### config.mk
export PLATFORM = sky130hd
export DESIGN_NAME = demux8_rr_scheduler_flat
export DESIGN_NICKNAME = d
export VERILOG_FILES = /design/src/rtl/demux8_rr_scheduler_pkg.sv /design/src/rtl/demux8_rr_scheduler_if.sv /design/src/rtl/demux8_rr_scheduler_rr_pick8.sv /design/src/rtl/demux8_rr_scheduler.sv /design/src/flat_wrapper.sv
export SDC_FILE = /design/constraint.sdc
export NUM_CORES = 1
export LEC_CHECK = 0
export ABC_AREA = 1
export CAP_MARGIN = 10
export CORE_MARGIN = 2
export CORE_UTILIZATION = 45
export CTS_CLUSTER_SIZE = 30
export DETAILED_ROUTE_END_ITERATION = 10
export GPL_TIMING_DRIVEN = 0
export PLACE_DENSITY = 0.77
export SYNTH_ARGS = -nofsm -noshare
export SYNTH_HDL_FRONTEND = slang
export SYNTH_SLANG_ARGS = --single-unit
### constraint.sdc
create_clock -name clk -period 3.9 [get_ports clk]
set_input_delay 0.78 -clock clk [delete_from_list [all_inputs] [get_ports clk]]
set_output_delay 0.78 -clock clk [all_outputs]
set_load 0.02 [all_outputs]
### src/rtl/demux8_rr_scheduler_pkg.sv
// demux8_rr_scheduler_pkg
//   Shared constants and types for the 8-way round-robin demux scheduler:
//   requester count, select width, default hold limit, hold counter width,
//   FSM state encoding and a one-hot helper.
package demux8_rr_scheduler_pkg;

    localparam int unsigned N                = 8;
    localparam int unsigned SELW             = 3;
    localparam int unsigned MAX_HOLD_DEFAULT = 15;
    localparam int unsigned CNTW             = 8;

    typedef enum logic {
        IDLE  = 1'b0,
        GRANT = 1'b1
    } state_t;

    function automatic logic [N-1:0] onehot(input logic [SELW-1:0] idx);
        logic [N-1:0] v;
        v      = '0;
        v[idx] = 1'b1;
        return v;
    endfunction

endpackage

### src/rtl/demux8_rr_scheduler_if.sv
// demux8_rr_scheduler_if
//   Request/grant bundle between the requesters and the scheduler.
//   req, lock          : per-requester request and lock-extension lines
//   gnt, sel, strobe   : one-hot grant, binary owner index, demux enable
//   busy, timeout      : ownership active, forced-revocation pulse
//   master modport = requester side, slave modport = scheduler side.
interface demux8_rr_scheduler_if;
    import demux8_rr_scheduler_pkg::*;

    logic [N-1:0]    req;
    logic [N-1:0]    lock;
    logic [N-1:0]    gnt;
    logic [SELW-1:0] sel;
    logic            strobe;
    logic            busy;
    logic            timeout;

    modport master (
        output req, lock,
        input  gnt, sel, strobe, busy, timeout
    );

    modport slave (
        input  req, lock,
        output gnt, sel, strobe, busy, timeout
    );

endinterface

### src/rtl/demux8_rr_scheduler_rr_pick8.sv
// rr_pick8
//   Combinational rotating priority encoder. Scans req starting at ptr and
//   wrapping modulo 8; returns the first set index.
//   req   : request vector
//   ptr   : highest-priority index
//   found : at least one request set
//   idx   : selected index (0 when found is low)
module rr_pick8
    import demux8_rr_scheduler_pkg::*;
(
    input  logic [N-1:0]    req,
    input  logic [SELW-1:0] ptr,
    output logic            found,
    output logic [SELW-1:0] idx
);

    logic [SELW-1:0] cand;

    always_comb begin
        found = 1'b0;
        idx   = '0;
        cand  = '0;
        for (int unsigned i = 0; i < N; i++) begin
            // SELW-bit addition wraps naturally modulo 8
            cand = ptr + SELW'(i);
            if (!found && req[cand]) begin
                found = 1'b1;
                idx   = cand;
            end
        end
    end

endmodule

### src/rtl/demux8_rr_scheduler.sv
// demux8_rr_scheduler
//   Round-robin scheduler for one shared 1-to-8 demux strobe path.
//   clk      : system clock, rising edge
//   rst      : synchronous active-high reset
//   bus      : slave side of demux8_rr_scheduler_if
//              (req/lock in; gnt/sel/strobe/busy/timeout out, all registered)
//   MAX_HOLD : max consecutive cycles one owner keeps the grant (1..255)
module demux8_rr_scheduler
    import demux8_rr_scheduler_pkg::*;
#(
    parameter int unsigned MAX_HOLD = MAX_HOLD_DEFAULT
) (
    input  logic                  clk,
    input  logic                  rst,
    demux8_rr_scheduler_if.slave  bus
);

    state_t          state;
    logic [N-1:0]    gnt_q;
    logic [SELW-1:0] sel_q;
    logic            strobe_q;
    logic            busy_q;
    logic            timeout_q;
    logic [SELW-1:0] ptr;
    logic [CNTW-1:0] cnt;

    logic [SELW-1:0] pick_ptr;
    logic            pick_found;
    logic [SELW-1:0] pick_idx;
    logic            owner_wants;
    logic            hold;

    // ptr only advances on release, so while an owner is active the next
    // scan must start just past the owner rather than at the stale ptr.
    assign pick_ptr    = (state == GRANT) ? sel_q + SELW'(1) : ptr;
    assign owner_wants = bus.req[sel_q] && bus.lock[sel_q];
    assign hold        = (state == GRANT) && owner_wants &&
                         (cnt < CNTW'(MAX_HOLD - 1));

    rr_pick8 u_pick (
        .req   (bus.req),
        .ptr   (pick_ptr),
        .found (pick_found),
        .idx   (pick_idx)
    );

    always_ff @(posedge clk) begin
        if (rst) begin
            state     <= IDLE;
            gnt_q     <= '0;
            sel_q     <= '0;
            strobe_q  <= 1'b0;
            busy_q    <= 1'b0;
            timeout_q <= 1'b0;
            ptr       <= '0;
            cnt       <= '0;
        end else begin
            timeout_q <= 1'b0;
            case (state)
                IDLE: begin
                    if (pick_found) begin
                        state    <= GRANT;
                        gnt_q    <= onehot(pick_idx);
                        sel_q    <= pick_idx;
                        strobe_q <= 1'b1;
                        busy_q   <= 1'b1;
                        cnt      <= '0;
                    end
                end
                GRANT: begin
                    if (hold) begin
                        cnt <= cnt + CNTW'(1);
                    end else begin
                        ptr <= sel_q + SELW'(1);
                        // Not holding while the owner still asks to keep it
                        // means the hold limit ended the grant.
                        timeout_q <= owner_wants;
                        if (pick_found) begin
                            gnt_q <= onehot(pick_idx);
                            sel_q <= pick_idx;
                            cnt   <= '0;
                        end else begin
                            state    <= IDLE;
                            gnt_q    <= '0;
                            strobe_q <= 1'b0;
                            busy_q   <= 1'b0;
                        end
                    end
                end
                default: state <= IDLE;
            endcase
        end
    end

    assign bus.gnt     = gnt_q;
    assign bus.sel     = sel_q;
    assign bus.strobe  = strobe_q;
    assign bus.busy    = busy_q;
    assign bus.timeout = timeout_q;

endmodule

### src/flat_wrapper.sv
// flat-port wrapper written by rule: the top's interface ports become plain ports
module demux8_rr_scheduler_flat import demux8_rr_scheduler_pkg::*;
#(
    parameter int unsigned MAX_HOLD = MAX_HOLD_DEFAULT
)
  (clk, rst, bus_req, bus_lock, bus_gnt, bus_sel, bus_strobe, bus_busy, bus_timeout);
  demux8_rr_scheduler_if bus_i ();
  input  logic clk;
  input  logic rst;
  input wire logic [$bits(bus_i.req)-1:0] bus_req;
  input wire logic [$bits(bus_i.lock)-1:0] bus_lock;
  output wire logic [$bits(bus_i.gnt)-1:0] bus_gnt;
  output wire logic [$bits(bus_i.sel)-1:0] bus_sel;
  output wire logic [$bits(bus_i.strobe)-1:0] bus_strobe;
  output wire logic [$bits(bus_i.busy)-1:0] bus_busy;
  output wire logic [$bits(bus_i.timeout)-1:0] bus_timeout;
  assign bus_i.req = bus_req;
  assign bus_i.lock = bus_lock;
  assign bus_gnt = bus_i.gnt;
  assign bus_sel = bus_i.sel;
  assign bus_strobe = bus_i.strobe;
  assign bus_busy = bus_i.busy;
  assign bus_timeout = bus_i.timeout;
  demux8_rr_scheduler #(.MAX_HOLD(MAX_HOLD)) u_core (.clk(clk), .rst(rst), .bus(bus_i));
endmodule
Word-level counts from Yosys, hierarchy flattened
Index checks and enable logic that the tools add are counted.
Widths: inputs -> output; s select.
- muxes and demuxes: 56
- add/sub/neg operators: 9
- equal/unequal tests: 3
- reductions and logical operators: 22
- bitwise gates (word level): 2
- order comparisons: 12
- operator list (kind ; count):
    $lt 3x4->1 const B ; 10
    $mux 8 ; 5
    $mux 3 ; 11
    $pmux 8 s2 ; 2
    $bmux 1 s3 ; 10
    $mux 1 ; 24
    $add 3x3->3 const B ; 4
    $logic_and 1x1->1 ; 11
    $add 8x1->8 const B ; 1
    $lt 8x4->1 const B ; 1
    $logic_not 1->1 ; 7
    $add 3x1->3 const B ; 2
    $add 3x2->3 const B ; 2
    $pmux 3 s2 ; 1
    $ne 2x2->1 const B ; 2
    $pmux 1 s2 ; 2
    $reduce_and 2->1 ; 2
    $demux 1 s3 ; 1
    $ge 3x1->1 const B ; 1
    $reduce_and 3->1 ; 1
    $reduce_or 3->1 ; 1
    $ne 2x1->1 const B ; 1
    $not 1->1 ; 2
- flip-flop bits (word level): 25
- logic and storage cells: 111

Logic depth before layout (Yosys ltp)
Gate-level depths: netlist of run 1.
- depth in word-level cells: 33
- mapped depth: 23

Hierarchy
From an unflattened synthesis of run 1, not the netlist that was laid out.
- cell total of the unflattened synthesis: 297
- area total of the unflattened synthesis: 2193.4 µm²
- by module, submodules not included (module ; instances ; area each (µm²) ; seq. area each (µm²) ; cells each):
    demux8_rr_scheduler ; 1 ; 1293.7 ; 500.5 ; 162
    rr_pick8 ; 1 ; 899.6 ; 0.0 ; 135

Least setup slack after synthesis of run 1
No wires, ideal clock.
- path type: register -> register
- start: register u_core.sel_q[0] (netlist: u_core.bus.sel[0])
- end: register u_core.sel_q[1] (netlist: u_core.bus.sel[1])
- cell stages (with the launch flop): 19
- setup slack: 0.901 ns
- data arrival time: 2.877 ns
- library setup time: 0.121 ns
- period minus slack after synthesis: 2.999 ns
- path through: dfxtp_1 > ha_1 > inv_1 > nand2_1 > nand2_2 > clkbuf_4 > ha_1 > nand3_1 > nand2_1 > nand2_1 > nand2_1 > nor2_8 > nand4_4 > nor2_4 > nand3_4 > nand2_4 > inv_1 > o21ai_0 > a21oi_1
- cells in the longest elaborated chain, start to end: 29
- elaborated cells on any way between the ends: 66
- those cells by class: add/sub (8); eq/ne (1); mux (40); reduce/logical (17)
- ends and longest elaborated chain (item ; line ; RTL):
    from (decl) ; demux8_rr_scheduler.sv:20 ; logic [SELW-1:0] sel_q;
    from (signal assigned) ; demux8_rr_scheduler.sv:64 ; sel_q <= pick_idx;
    from (signal assigned) ; demux8_rr_scheduler.sv:80 ; sel_q <= pick_idx;
    parallel branches: the longest is 29 deep, another holds $add 3x1->3 ; n/a ;
Parallel ways; which one is timed is not known. The select of a mux whose other input is x is not followed.
A chain may end at the register's enable or synchronous reset.

Worst setup path in the final report of run 1
Same ends and word-level chain as after synthesis.

==> reports/summary.txt, run 1 <==
DR top layer -> met4
Initial Utilization -> 46.8%
Tightest Pin Transition -> 0.529 ns
synth unique cells -> 35
crit-path max FO -> 10
syn_area_per_cell -> 6.07 um^2
Crit path arrival time -> 3.59 ns
Async S/R FF share, synth -> 0%
crit path time final -> 3.43 ns
Post-Synth Adder-Cell Area -> 2.27%
top cell type's share of synthesized area -> 22.7%
final slew viol count -> 0
#FFs+latches synth -> 25
Critical Path RT -> 4.06 ns
Crit Path Class -> register to register
most common cell in the netlist -> nand2_1
xor/xnor share of the synthesized area -> 0%
die height -> 74.1 um
DRC Markers -> 0
die width -> 74.1 um
top post-synthesis cells by area -> dfxtp_1 (23%), nand2_1 (20%), nand3_1 (15%), inv_1 (7.3%), nor2_1 (4.2%)
first-pass GRT wire length -> 9330 um
hold_buf cts -> 0
crit path launch type -> register
RR Endpoint -> u_core.bus.sel[1]$_SDFFE_PP0P_
core area -> 0.00472 mm^2
met1 wire length -> 2600 um
vias in the first global route -> 2111
Setup Viol. Count Final -> 0
mux cell area share after synthesis -> 0%
fill cell count -> 479
Setup crit end kind -> register
sequential power share -> 19.4%
Detailed Place HPWL -> 4480 um
Root Driver -> clkbuf_8
share of cells above drive strength 1 -> 10.8%
largest family of logic cells by synthesized area -> simple AND/OR/NAND/NOR gates
outcome -> complete, no violations
Routed met2 length -> 2730 um
H-tree level count -> 1
origin of the worst min-delay path -> u_core.cnt[6]$_SDFF_PP0_
area delta synth->final -> 19.4%
Yosys warnings -> 0
RSZ-0062 raised after global routing -> no
leading area contributor after synthesis -> dfxtp_1
Leakage -> 1.25 nW
Worst slew margin -> 64.7%
max-cap violations -> 0
CTS buffer count -> 3
clock buffer depth -> 2
final hold viol count -> 0
Post-Syn Area -> 0.00221 mm^2
worst r2r src -> u_core.bus.sel[0]$_SDFFE_PP0P_
Post-Route WL -> 5610 um
Hold Path Class -> register to register
hold-critical path depth -> 2
FP Rows -> 25
vias per inst -> 5.19
GR Util All Layers -> 21.4%
Synth Flop Type -> dfxtp_1
Clk pwr share -> 8.4%
Worst Hold End -> u_core.cnt[6]$_SDFF_PP0_
internal power -> 814 uW
postcts setup bufs -> 0
worst skew pair latency -> 0.27 ns
TNS Setup -> 0 ns
hold_ws -> 0.450 ns
DR WL met3 -> 206 um
Mapped Cells -> 364
gpl congestion -> 0.961
Synthesized Nets -> 386
First DRT Iteration DRCs -> 172
post-synthesis compound-gate area fraction -> 10.1%
Vias -> 2412
port buffer count -> 30
largest net degree at the start of global routing -> 14
number of antenna violations at the first check in global routing -> 0
overflow left after global routing -> 0
Die ar. -> 0.00548 mm^2
sequential cell area fraction in the yosys report -> 22.7%
Antenna diodes -> 0
Final Cycle Share -> 88.1%
reg-to-reg slack, setup -> 0.47 ns
Worst Skew -> 0.00259 ns
simple-gate share of the synthesized area -> 54.6%
nets -> 421
TritonCTS clock tree -> built
Comb power frac -> 72.2%
sw power -> 984 uW
Post-synth top cells -> nand2_1 (117), nand3_1 (68), inv_1 (43)
Routed WL per cell -> 12.1 um
antenna-violating nets left -> 0
CTS sink cnt -> 25
PostCTS Resize Cnt -> 0
Post-synth EDFFs -> 0
I/O Pins -> 32
Max Freq -> 291 MHz
R2R depth -> 19
first-pass iteration count of the detailed router -> 6
peak supply drop -> 0.000382 V
Cell Pwr Density -> 682 mW/mm^2
clock-pin slew on the worst setup and hold paths -> 0.08 ns
Sw Share -> 54.7%
[worst max-delay path, cell delays in order, from the launching register on]
cell and delay [ns]:
dfxtp_1 0.41, ha_1 0.34, inv_1 0.05, nand2_1 0.07, nand2_2 0.08, clkbuf_4 0.20, ha_1 0.37, inv_1 0.12
nand3_1 0.10, nand2_1 0.09, nand2_1 0.13, nand2_1 0.17, nor2_8 0.20, nand4_4 0.14, nor2_4 0.20, nand3_4 0.15
nand2_4 0.12, inv_1 0.13, o21ai_0 0.18, a21oi_1 0.05
[registers in the layout (all words and copies together), names as in the netlist]
register and flops:
u_core.bus.gnt 8, u_core.state 1, u_core.bus.sel 3, u_core.bus.strobe 1, u_core.bus.timeout 1, u_core.ptr 3
u_core.cnt 8
[how the worst max path moves through the flow]
stage                     cells after the start  slack, ns                             end                            from
after floorplan                              18       0.90  u_core.bus.sel[1]$_SDFFE_PP0P_  u_core.bus.sel[0]$_SDFFE_PP0P_
after global placement                       19       0.53  u_core.bus.sel[2]$_SDFFE_PP0P_  u_core.bus.sel[0]$_SDFFE_PP0P_
after detailed placement                     19       0.50  u_core.bus.sel[1]$_SDFFE_PP0P_  u_core.bus.sel[0]$_SDFFE_PP0P_
after CTS                                    19       0.47  u_core.bus.sel[1]$_SDFFE_PP0P_  u_core.bus.sel[0]$_SDFFE_PP0P_
after global routing                         20       0.20  u_core.bus.sel[0]$_SDFFE_PP0P_  u_core.bus.sel[0]$_SDFFE_PP0P_
final                                        19       0.47  u_core.bus.sel[1]$_SDFFE_PP0P_  u_core.bus.sel[0]$_SDFFE_PP0P_
[cell usage in the layout (no fill, tap or decap), types with 8 or more instances in the layout]
cell type / count
inv_1: 43
a21oi_1: 12
o21ai_0: 8
dfxtp_1: 25
clkdlybuf4s50_1: 30
nand4_1: 8
nand3_1: 68
nand2_1: 117
nand2_2: 14
nor2_1: 25
[metal layers]
layer | up-vias | GRT usage (%)
met5 | - | 0
met4 | 0 | 5.66
met3 | 8 | 2.03
met2 | 67 | 37.7
met1 | 1080 | 27.9
li1 | 1257 | -
[power by group through the flow]
| stage | combinational [mW] | sequential, mW | clock (mW) |
|---|---|---|---|
| after floorplan | 0.936 | 0.392 | 0 |
| after global placement | 1.26 | 0.355 | 0 |
| after detailed placement | 1.28 | 0.356 | 0 |
| after CTS | 1.28 | 0.350 | 0.152 |
| after global routing | 1.44 | 0.356 | 0.166 |
| final | 1.30 | 0.349 | 0.151 |
[cell type report]
class / count / area, um^2 / share of cell area, %
Multi-Input combinational cell: 286 / 1480 / 56.0
Sequential cell: 25 / 500 / 19.0
Timing Repair Buffer: 30 / 300 / 11.4
Inverter: 45 / 174 / 6.59
Tap cell: 67 / 83.8 / 3.18
Buffer: 8 / 56.3 / 2.13
Clock buffer: 4 / 45.0 / 1.71
[metrics by stage]
stage | instances | total power, mW | utilization, % | area (um^2) | setup slack [ns]
finish | 465 | 1.80 | 55.8 | 2640 | 0.466
global route | 465 | 1.96 | 55.8 | 2640 | 0.200
CTS | 465 | 1.79 | 55.8 | 2640 | 0.475
detailed placement | 461 | 1.63 | 54.9 | 2590 | 0.499
global placement | 461 | 1.62 | 54.9 | 2590 | 0.535
floorplan | 364 | 1.33 | - | 2210 | 0.901
[kinds of logic after synthesis]
group                    Yosys count
adder cells (fa/ha/maj)            4
AO/OA/AOI/OAI                     32
flip-flops                        25
buffers and inverters             53
AND/OR/NAND/NOR                  250
(Power assumes the default switching activity.)
==> inputs of run 2 (changes only) <==
GPL_TIMING_DRIVEN = not set   (was 0)
==> run 2 against run 1 <==
Against the previous run: die area unchanged; critical path type unchanged; clock skew about the same; power down 1.3%; maximum frequency is 3.5% higher; critical path depth decreased by 1; register-to-register slack gained 0.12 ns; via count shrank 4.9%; routed wire length grew 0.68%.
==> reports/summary.txt, run 2 (synthesis results as in run 1) <==
FP Rows -> 25 (unchanged)
sequential power share -> 19.9% (was 19.4%)
Slowest-stage cell, CP -> dfxtp_1 (unchanged)
CTS buffer count -> 3 (unchanged)
vias in the first global route -> 2110 (was 2111)
Critical Path RT -> 4.09 ns (was 4.06 ns)
postcts setup bufs -> 0 (unchanged)
RSZ-0062 raised after global routing -> no (unchanged)
RR Endpoint -> u_core.bus.gnt[1]$_SDFFE_PP0P_ (was u_core.bus.sel[1]$_SDFFE_PP0P_)
GR Util All Layers -> 21.5% (was 21.4%)
Cell Pwr Density -> 685 mW/mm^2 (was 682 mW/mm^2)
origin of the worst min-delay path -> u_core.cnt[5]$_SDFF_PP0_ (was u_core.cnt[6]$_SDFF_PP0_)
die height -> 74.1 um (unchanged)
Comb power frac -> 71.6% (was 72.2%)
PostCTS Resize Cnt -> 0 (unchanged)
gpl congestion -> 0.920 (was 0.961)
commonest non-fill, non-tap cells in the layout -> nand2_1 (117), nand3_1 (68), inv_1 (43) (unchanged)
Final Cycle Share -> 85.1% (was 88.1%)
first-pass GRT wire length -> 9270 um (was 9330 um)
H-tree level count -> 1 (unchanged)
CP cell instances -> ha_1 -> inv_1 -> nand2_1 -> nand2_2 -> ha_1 -> inv_1 -> nand3_1 -> nand2_1 -> inv_1 -> o21ai_0 -> inv_1 -> nor2_1 -> nor2_1 -> nand2_1 -> nand2_2 -> a21oi_4 -> nand2_1 -> a21oi_2 (was ha_1 -> inv_1 -> nand2_1 -> nand2_2 -> clkbuf_4 -> ha_1 -> inv_1 -> nand3_1 -> nand2_1 -> nand2_1 -> nand2_1 -> nor2_8 -> nand4_4 -> nor2_4 -> nand3_4 -> nand2_4 -> inv_1 -> o21ai_0 -> a21oi_1)
core area -> 0.00472 mm^2 (unchanged)
internal power -> 795 uW (was 814 uW)
TNS Setup -> 0 ns (unchanged)
crit-path max FO -> 13 (was 10)
Worst Skew -> 0.00276 ns (was 0.00259 ns)
Leakage -> 1.23 nW (was 1.25 nW)
I/O Pins -> 32 (unchanged)
First DRT Iteration DRCs -> 187 (was 172)
crit path time final -> 3.32 ns (was 3.43 ns)
vias per inst -> 5.01 (was 5.19)
Post-Route WL -> 5640 um (was 5610 um)
Antenna diodes -> 0 (unchanged)
Detailed Place HPWL -> 4600 um (was 4480 um)
Finished Cell Area -> 0.00259 mm^2 (was 0.00264 mm^2)
hold_buf cts -> 0 (unchanged)
overflow left after global routing -> 0 (unchanged)
Crit Path Class -> register to register (unchanged)
share of cells above drive strength 1 -> 9.72% (was 10.8%)
Worst Hold End -> u_core.cnt[5]$_SDFF_PP0_ (was u_core.cnt[6]$_SDFF_PP0_)
post-layout util -> 54.9% (was 55.8%)
R2R depth -> 18 (was 19)
final slew viol count -> 0 (unchanged)
Root Driver -> clkbuf_8 (unchanged)
first-pass iteration count of the detailed router -> 4 (was 6)
largest net degree at the start of global routing -> 18 (was 14)
clock buffer depth -> 2 (unchanged)
Hold Path Class -> register to register (unchanged)
antenna-violating nets left -> 0 (unchanged)
nets -> 414 (was 421)
Setup Viol. Count Final -> 0 (unchanged)
peak supply drop -> 0.000411 V (was 0.000382 V)
die width -> 74.1 um (unchanged)
Vias -> 2294 (was 2412)
commonest non-fill, non-tap cell in the layout -> nand2_1 (unchanged)
placed cell area -> 0.00255 mm^2 (was 0.00259 mm^2)
crit path launch type -> register (unchanged)
worst r2r src -> u_core.bus.sel[0]$_SDFFE_PP0P_ (unchanged)
TritonCTS clock tree -> built (unchanged)
max-cap violations -> 0 (unchanged)
CTS sink cnt -> 25 (unchanged)
Initial Utilization -> 46.8% (unchanged)
Clk pwr share -> 8.5% (was 8.4%)
Routed WL per cell -> 12.3 um (was 12.1 um)
Max Freq -> 301 MHz (was 291 MHz)
worst skew pair latency -> 0.26 ns (was 0.27 ns)
Tightest Pin Transition -> 0.699 ns (was 0.529 ns)
Crit path arrival time -> 3.51 ns (was 3.59 ns)
Setup crit end kind -> register (unchanged)
Sw Share -> 55.2% (was 54.7%)
outcome -> complete, no violations (unchanged)
hold-critical path depth -> 2 (unchanged)
DRC Markers -> 0 (unchanged)
Die ar. -> 0.00548 mm^2 (unchanged)
port buffer count -> 31 (was 30)
final hold viol count -> 0 (unchanged)
slowest stage delay, CP -> 0.54 ns (was 0.41 ns)
reg-to-reg slack, setup -> 0.58 ns (was 0.47 ns)
Worst slew margin -> 53.3% (was 64.7%)
clock-pin slew on the worst setup and hold paths -> 0.08 ns (about the same)
area delta synth->final -> 17.3% (was 19.4%)
number of antenna violations at the first check in global routing -> 0 (unchanged)
sw power -> 979 uW (was 984 uW)
[run 2: cell types whose count changed in the layout (fill, tap and decap cells not counted), sizes merged]
cell | before | now
clkbuf | 8 | 4
buf | 4 | 0
clkdlybuf4s50 | 30 | 31
[run 2: through the flow]
stage | hold WS (ns) | cells | setup slack, ns | power (mW)
2_1_floorplan | 0.425 | 364 | 0.901 | 1.33
3_3_place_gp | 0.440 | 454 | 0.608 | 1.60
3_5_place_dp | 0.441 | 454 | 0.658 | 1.61
4_1_cts | 0.453 | 458 | 0.631 | 1.77
5_1_grt | 0.483 | 458 | 0.245 | 1.95
6_report | 0.462 | 458 | 0.582 | 1.77
[run 2: worst max-delay path: cells and delay by family (launching register included)]
family,cells,cell delay (ns)
fa+ha+maj,2,0.64
simple gates,9,1.02
flops,1,0.54
buf+inv,4,0.38
compound gates,3,0.66
[run 2: worst max path at each step]
stage	from	end	slack [ns]	cells after the start
2_1_floorplan	u_core.bus.sel[0]$_SDFFE_PP0P_	u_core.bus.sel[1]$_SDFFE_PP0P_	0.90	18
3_3_place_gp	u_core.bus.sel[0]$_SDFFE_PP0P_	u_core.bus.gnt[1]$_SDFFE_PP0P_	0.61	18
3_5_place_dp	u_core.bus.sel[0]$_SDFFE_PP0P_	u_core.bus.gnt[1]$_SDFFE_PP0P_	0.66	18
4_1_cts	u_core.bus.sel[0]$_SDFFE_PP0P_	u_core.bus.gnt[1]$_SDFFE_PP0P_	0.63	18
5_1_grt	u_core.bus.sel[0]$_SDFFE_PP0P_	u_core.bus.gnt[7]$_SDFFE_PP0P_	0.25	18
6_report	u_core.bus.sel[0]$_SDFFE_PP0P_	u_core.bus.gnt[1]$_SDFFE_PP0P_	0.58	18
[run 2: area by class of cell]
type	count	area, um^2
Clock buffer	4	45.0
Fill cell	472	2130
Inverter	45	174
Multi-Input combinational cell	286	1480
Sequential cell	25	500
Tap cell	67	83.8
Timing Repair Buffer	31	310
[run 2: power groups by stage]
stage | combinational [mW] | clock (mW) | sequential, mW
4_1_cts | 1.26 | 0.153 | 0.355
3_5_place_dp | 1.25 | 0 | 0.361
3_3_place_gp | 1.24 | 0 | 0.360
5_1_grt | 1.42 | 0.164 | 0.361
2_1_floorplan | 0.936 | 0 | 0.392
6_report | 1.27 | 0.150 | 0.354
[run 2: metal layers]
layer  track usage, %  up-vias  share of wire, %
met5                0        -                 0
met4             6.26        0               1.2
met3             1.90        7               2.7
met2             38.5       34                48
met1             27.6     1019                48
li1                 -     1234                 -
==> RTL change 1: new RTL, config.mk and constraints of run 1 <==
The package constant `SELW` goes from 3 to 4.
--- a/src/rtl/demux8_rr_scheduler_pkg.sv
+++ b/src/rtl/demux8_rr_scheduler_pkg.sv
@@ -5,7 +5,7 @@
 package demux8_rr_scheduler_pkg;
 
     localparam int unsigned N                = 8;
-    localparam int unsigned SELW             = 3;
+    localparam int unsigned SELW             = 4;
     localparam int unsigned MAX_HOLD_DEFAULT = 15;
     localparam int unsigned CNTW             = 8;
 
Interface: changed (resized bus_sel); port bits go from 32 to 33. No check against the original RTL was run, so the function may have changed too.
==> RTL change 1 against run 1 <==
Worst setup slack got worse by 0.0069 ns. Wire length rose by 7.5%. Area after synthesis rose by 8.2%. Total power increased by 28%. Clock skew rose by 0.0051 ns. Sequential power is 11% higher. Sequential cell count increased by 2. Hold slack worse by 0.021 ns. Cell area is 7.9% higher.
==> RTL change 1: results (changes against run 1) <==
Drt
  – WL final: 6030 um (+7.5%)
  – Via density: 5.14 (-0.84%)
  – Iteration-0 DRC count of the detailed router: 161 (-6.4%)
  – DRT Pass-1 Iters: 4 (-2)

Placement
  – # port buffers: 32 (+6.7%)
  – GPL Wtd Cong: 0.842 (-12%)
  – Detail Placement HPWL: 4830 um (+7.9%)
  – DP Worst Slack: 0.481 ns (-0.0186 ns)
  – Post-Place Cell Area: 2800 um^2 (+7.9%)

Timing
  – Final worst-path cycle share: 88.2% (+0.18 points)
  – Worst slew pin tran: 0.451 ns (-0.0778 ns)
  – Fin Hold WS: 0.428 ns (-0.0214 ns)
  – Setup Skew: 0.00767 ns (+0.00508 ns)

Die
  – Chip width: 76.9 um (+3.8%)

Clocking
  – Reg clk slew, reported paths: 0.10 ns (+0.02 ns)
  – Post_cts resized: 0 (unchanged)
  – Clock Path Buffers: 2 (unchanged)

Worst setup path
  – Largest stage delay, worst path: 0.46 ns (+0.05 ns)
  – Slowest cell on the critical path: ha_1
  – Crit path max fanout: 11 (+1)
  – CP endpoint: u_core.bus.gnt[2]$_SDFFE_PP0P_
  – Critical path arrival: 3.65 ns (+0.06 ns)
  – Crit path from: u_core.bus.sel[1]$_SDFFE_PP0P_

Yosys
  – Post-synthesis cell count: 368 (+1.1%)
  – Synth Area in Compound Gates: 9.80% (-0.29 points)
  – Distinct cells, synth: 39 (+11%)
  – Synth Area in XOR/XNOR: 2.20% (+2.2 points)
  – Seq cells post-synth: 27 (+8.0%)
  – Seq/Total Area, Yosys: 22.6% (-0.033 points)
  – Top cells by area, synth: dfxtp_1, nand2_1, nand3_1
  – Post-synthesis mux area share: 0% (unchanged)
  – Syn Nets: 395 (+2.3%)
  – Synth Area in Adders: 4.71% (+2.4 points)
  – Synth cell count leaders: nand2_1, nand3_1, inv_1, dfxtp_1, nor2_1
  – Main synth FF type: dfxtp_1

Global route
  – Largest net degree at the start of global routing: 17 (+3)
  – Vias in the first global route: 2355 (+12%)
  – First-pass GRT wire length: 10400 um (+12%)
  – Tot GR Track Use: 21.4% (about the same)

Layout
  – Area of the multi-input gates: 1610 um^2 (+8.8%)
  – Inverter count: 52 (+16%)
  – Multi-input comb cells: 283 (-1.0%)
  – Reg area: 541 um^2 (+8.0%)
  – Filler cell count: 512 (+6.9%)
  – Fraction of layout cells with a size suffix above 1: 12.9% (+2.1 points)
  – Clock Network Area Fraction: 1.72% (+0.0073 points)
  – Layout Cells excl Fill: 474 (+1.9%)
  – Final nets: 432 (+2.6%)
  – NonClk Buf Share: 12.6% (-0.94 points)

Power and ir drop
  – Pleak: 0.00135 uW (+7.4%)
  – P per Cell Area: 812 nW/um^2 (+19%)
  – IR drop worst, VDD: 0.000277 V (-27%)

Min path
  – Worst min path class: reg2reg
  – Worst hold endpoint: u_core.cnt[4]$_SDFF_PP0_
  – Hold Crit Start: u_core.cnt[4]$_SDFF_PP0_
  – Hold Crit Depth: 1 (-1)

Outcome
  – Status: finished clean
RTL change 1: changes by cell type after synthesis, moves of 4 or more:
cell	before	now
nand2_2	14	9
a21oi_1	12	17
nand3_2	2	8
nor2_1	25	18
nand2_1	117	101
inv_2	1	5
nand3_1	68	57
ha_1	4	9
RTL change 1: logic make-up (layout without fill, tap and decap cells):
group           Yosys count  in the layout
simple gates            229            229
flops                    27             27
compound gates           39             39
fa+ha+maj                 9              9
xor+xnor                  6              6
buf+inv                  58             94
RTL change 1: routing by layer:
layer | wire length (um) | global-route usage [%] | vias up
li1 | - | - | 1282
met1 | 2730 | 27.1 | 1095
met2 | 2920 | 36.6 | 54
met3 | 287 | 2.71 | 7
met4 | 91 | 8.55 | 0
met5 | 0 | 0 | -
RTL change 1: power breakdown:
group / total, uW / leakage, uW / internal, uW / switching (uW)
sequential: 387 / 0.000221 / 337 / 49.4
clock: 165 / 0.0000217 / 72.7 / 92.5
combinational: 1760 / 0.00110 / 598 / 1160
==> RTL change 2: new RTL, flow settings as in run 1 <==
Without the edit above. Reset style: asynchronous (`rst`), changed in one clocked block. Comments in the files are not updated.
--- a/src/rtl/demux8_rr_scheduler.sv
+++ b/src/rtl/demux8_rr_scheduler.sv
@@ -44,7 +44,7 @@
         .idx   (pick_idx)
     );
 
-    always_ff @(posedge clk) begin
+    always_ff @(posedge clk or posedge rst) begin
         if (rst) begin
             state     <= IDLE;
             gnt_q     <= '0;
Behaviour: differs if rst is asserted again (counterexample within 4 cycles, from zero or initial values and one cycle with rst high); with rst held inactive, the same outputs for 10 cycles.
==> RTL change 2 against run 1 <==
Fmax up 6.3%. Highest routed layer unchanged. Critical endpoint is now u_core.bus.gnt[4]$_DFFE_PP0P_. Cell area up 1.1%. Worst setup slack better by 0.20 ns. Sequential cell count unchanged. Wire length down 6.4%. Area after synthesis up 0.85%. Count of clock-buffer cells in the layout unchanged.
Power is left out: the tool's default activity adds up to more than one toggle a clock period on the data nets, which glitch-free logic cannot reach.
==> RTL change 2: results (changes against run 1) <==
Outcome
  – Status: finished clean

Min path
  – Worst hold endpoint: u_core.bus.gnt[2]$_DFFE_PP0P_
  – Hold Crit Start: u_core.bus.gnt[2]$_DFFE_PP0P_

Yosys
  – Main synth FF type: dfrtp_1
  – Top cells by area, synth: dfrtp_1, nand2_1, nand3_1
  – Synthesized area per cell: 6.55 um^2 (+8.0%)
  – Distinct cells, synth: 33 (-5.7%)
  – Synth Area in Adders: 2.25% (-0.019 points)
  – Synth cell count leaders: nand2_1, nand3_1, inv_1, dfrtp_1, nor2_1
  – Synth Area in Compound Gates: 6.80% (-3.3 points)
  – Seq/Total Area, Yosys: 28.1% (+5.4 points)
  – Syn Nets: 362 (-6.2%)
  – Synth Area in XOR/XNOR: 0.393% (+0.39 points)

Layout
  – Layout Cells excl Fill: 442 (-4.9%)
  – Filler cell count: 472 (-1.5%)
  – Fraction of layout cells with a size suffix above 1: 11.7% (+0.93 points)
  – Layout Utilization: 56.1% (+0.24 points)
  – Final nets: 398 (-5.5%)

Global route
  – Met2 Use GR: 36.7% (-0.99 points)
  – Vias in the first global route: 2006 (-5.0%)
  – Met3 Resource Use GR: 1.49% (-0.54 points)
  – First-pass GRT wire length: 9000 um (-3.5%)
  – Tot GR Track Use: 20.7% (-0.63 points)
  – Met1 Usage GRT: 27.1% (-0.79 points)
  – Largest net degree at the start of global routing: 26 (+12)

Drt
  – Met2 WL post-DR: 2570 um (-5.9%)
  – DRT Pass-1 Iters: 4 (-2)
  – DR WL met3: 138 um (-33%)
  – WL final: 5240 um (-6.4%)

Timing
  – Worst slew pin tran: 0.893 ns (+0.365 ns)
  – Setup Skew: 0.00491 ns (+0.00232 ns)

Worst setup path
  – FF-to-FF End: u_core.bus.gnt[4]$_DFFE_PP0P_
  – Critical path arrival: 3.39 ns (-0.20 ns)
  – Flop2flop setup slack: 0.67 ns (+0.20 ns)
  – Largest stage delay, worst path: 0.48 ns (+0.07 ns)
  – Slowest cell on the critical path: dfrtp_1
  – R2R Path Start: u_core.bus.sel[0]$_DFFE_PP0P_

Placement
  – GPL Wtd Cong: 0.894 (-7.0%)
  – Detail Placement HPWL: 4190 um (-6.5%)
  – # port buffers: 31 (+3.3%)
## RTL change 2: worst min-delay path: stages, from the launching register on
cell and delay, ns:
dfrtp_1 0.35, nand2_1 0.05, nand2_1 0.05
## RTL change 2: worst max path at each step
stage | slack [ns] | start | cells after the start | end
after floorplan | 1.0 | u_core.bus.sel[0]$_DFFE_PP0P_ | 19 | u_core.bus.gnt[2]$_DFFE_PP0P_
after global placement | 0.69 | u_core.bus.sel[0]$_DFFE_PP0P_ | 19 | u_core.bus.gnt[2]$_DFFE_PP0P_
after detailed placement | 0.66 | u_core.bus.sel[0]$_DFFE_PP0P_ | 19 | u_core.bus.sel[1]$_DFFE_PP0P_
after CTS | 0.64 | u_core.bus.sel[0]$_DFFE_PP0P_ | 19 | u_core.bus.sel[1]$_DFFE_PP0P_
after global routing | 0.28 | u_core.bus.sel[0]$_DFFE_PP0P_ | 21 | u_core.bus.gnt[4]$_DFFE_PP0P_
final | 0.67 | u_core.bus.sel[0]$_DFFE_PP0P_ | 19 | u_core.bus.gnt[4]$_DFFE_PP0P_
## RTL change 2: stage by stage
| step | setup slack [ns] | hold slack, ns |
|---|---|---|
| 5_1_grt | 0.276 | 0.513 |
| 6_report | 0.670 | 0.487 |
| 3_3_place_gp | 0.689 | 0.467 |
| 4_1_cts | 0.642 | 0.495 |
| 2_1_floorplan | 0.998 | 0.468 |
| 3_5_place_dp | 0.664 | 0.467 |
## RTL change 2: layout make-up
class / instances / share of cell area, %
Sequential cell: 25 / 23.5
Buffer: 5 / 1.69
Multi-Input combinational cell: 271 / 52.6
Clock buffer: 4 / 1.69
Timing Repair Buffer: 31 / 11.6
Tap cell: 67 / 3.14
Inverter: 39 / 5.77
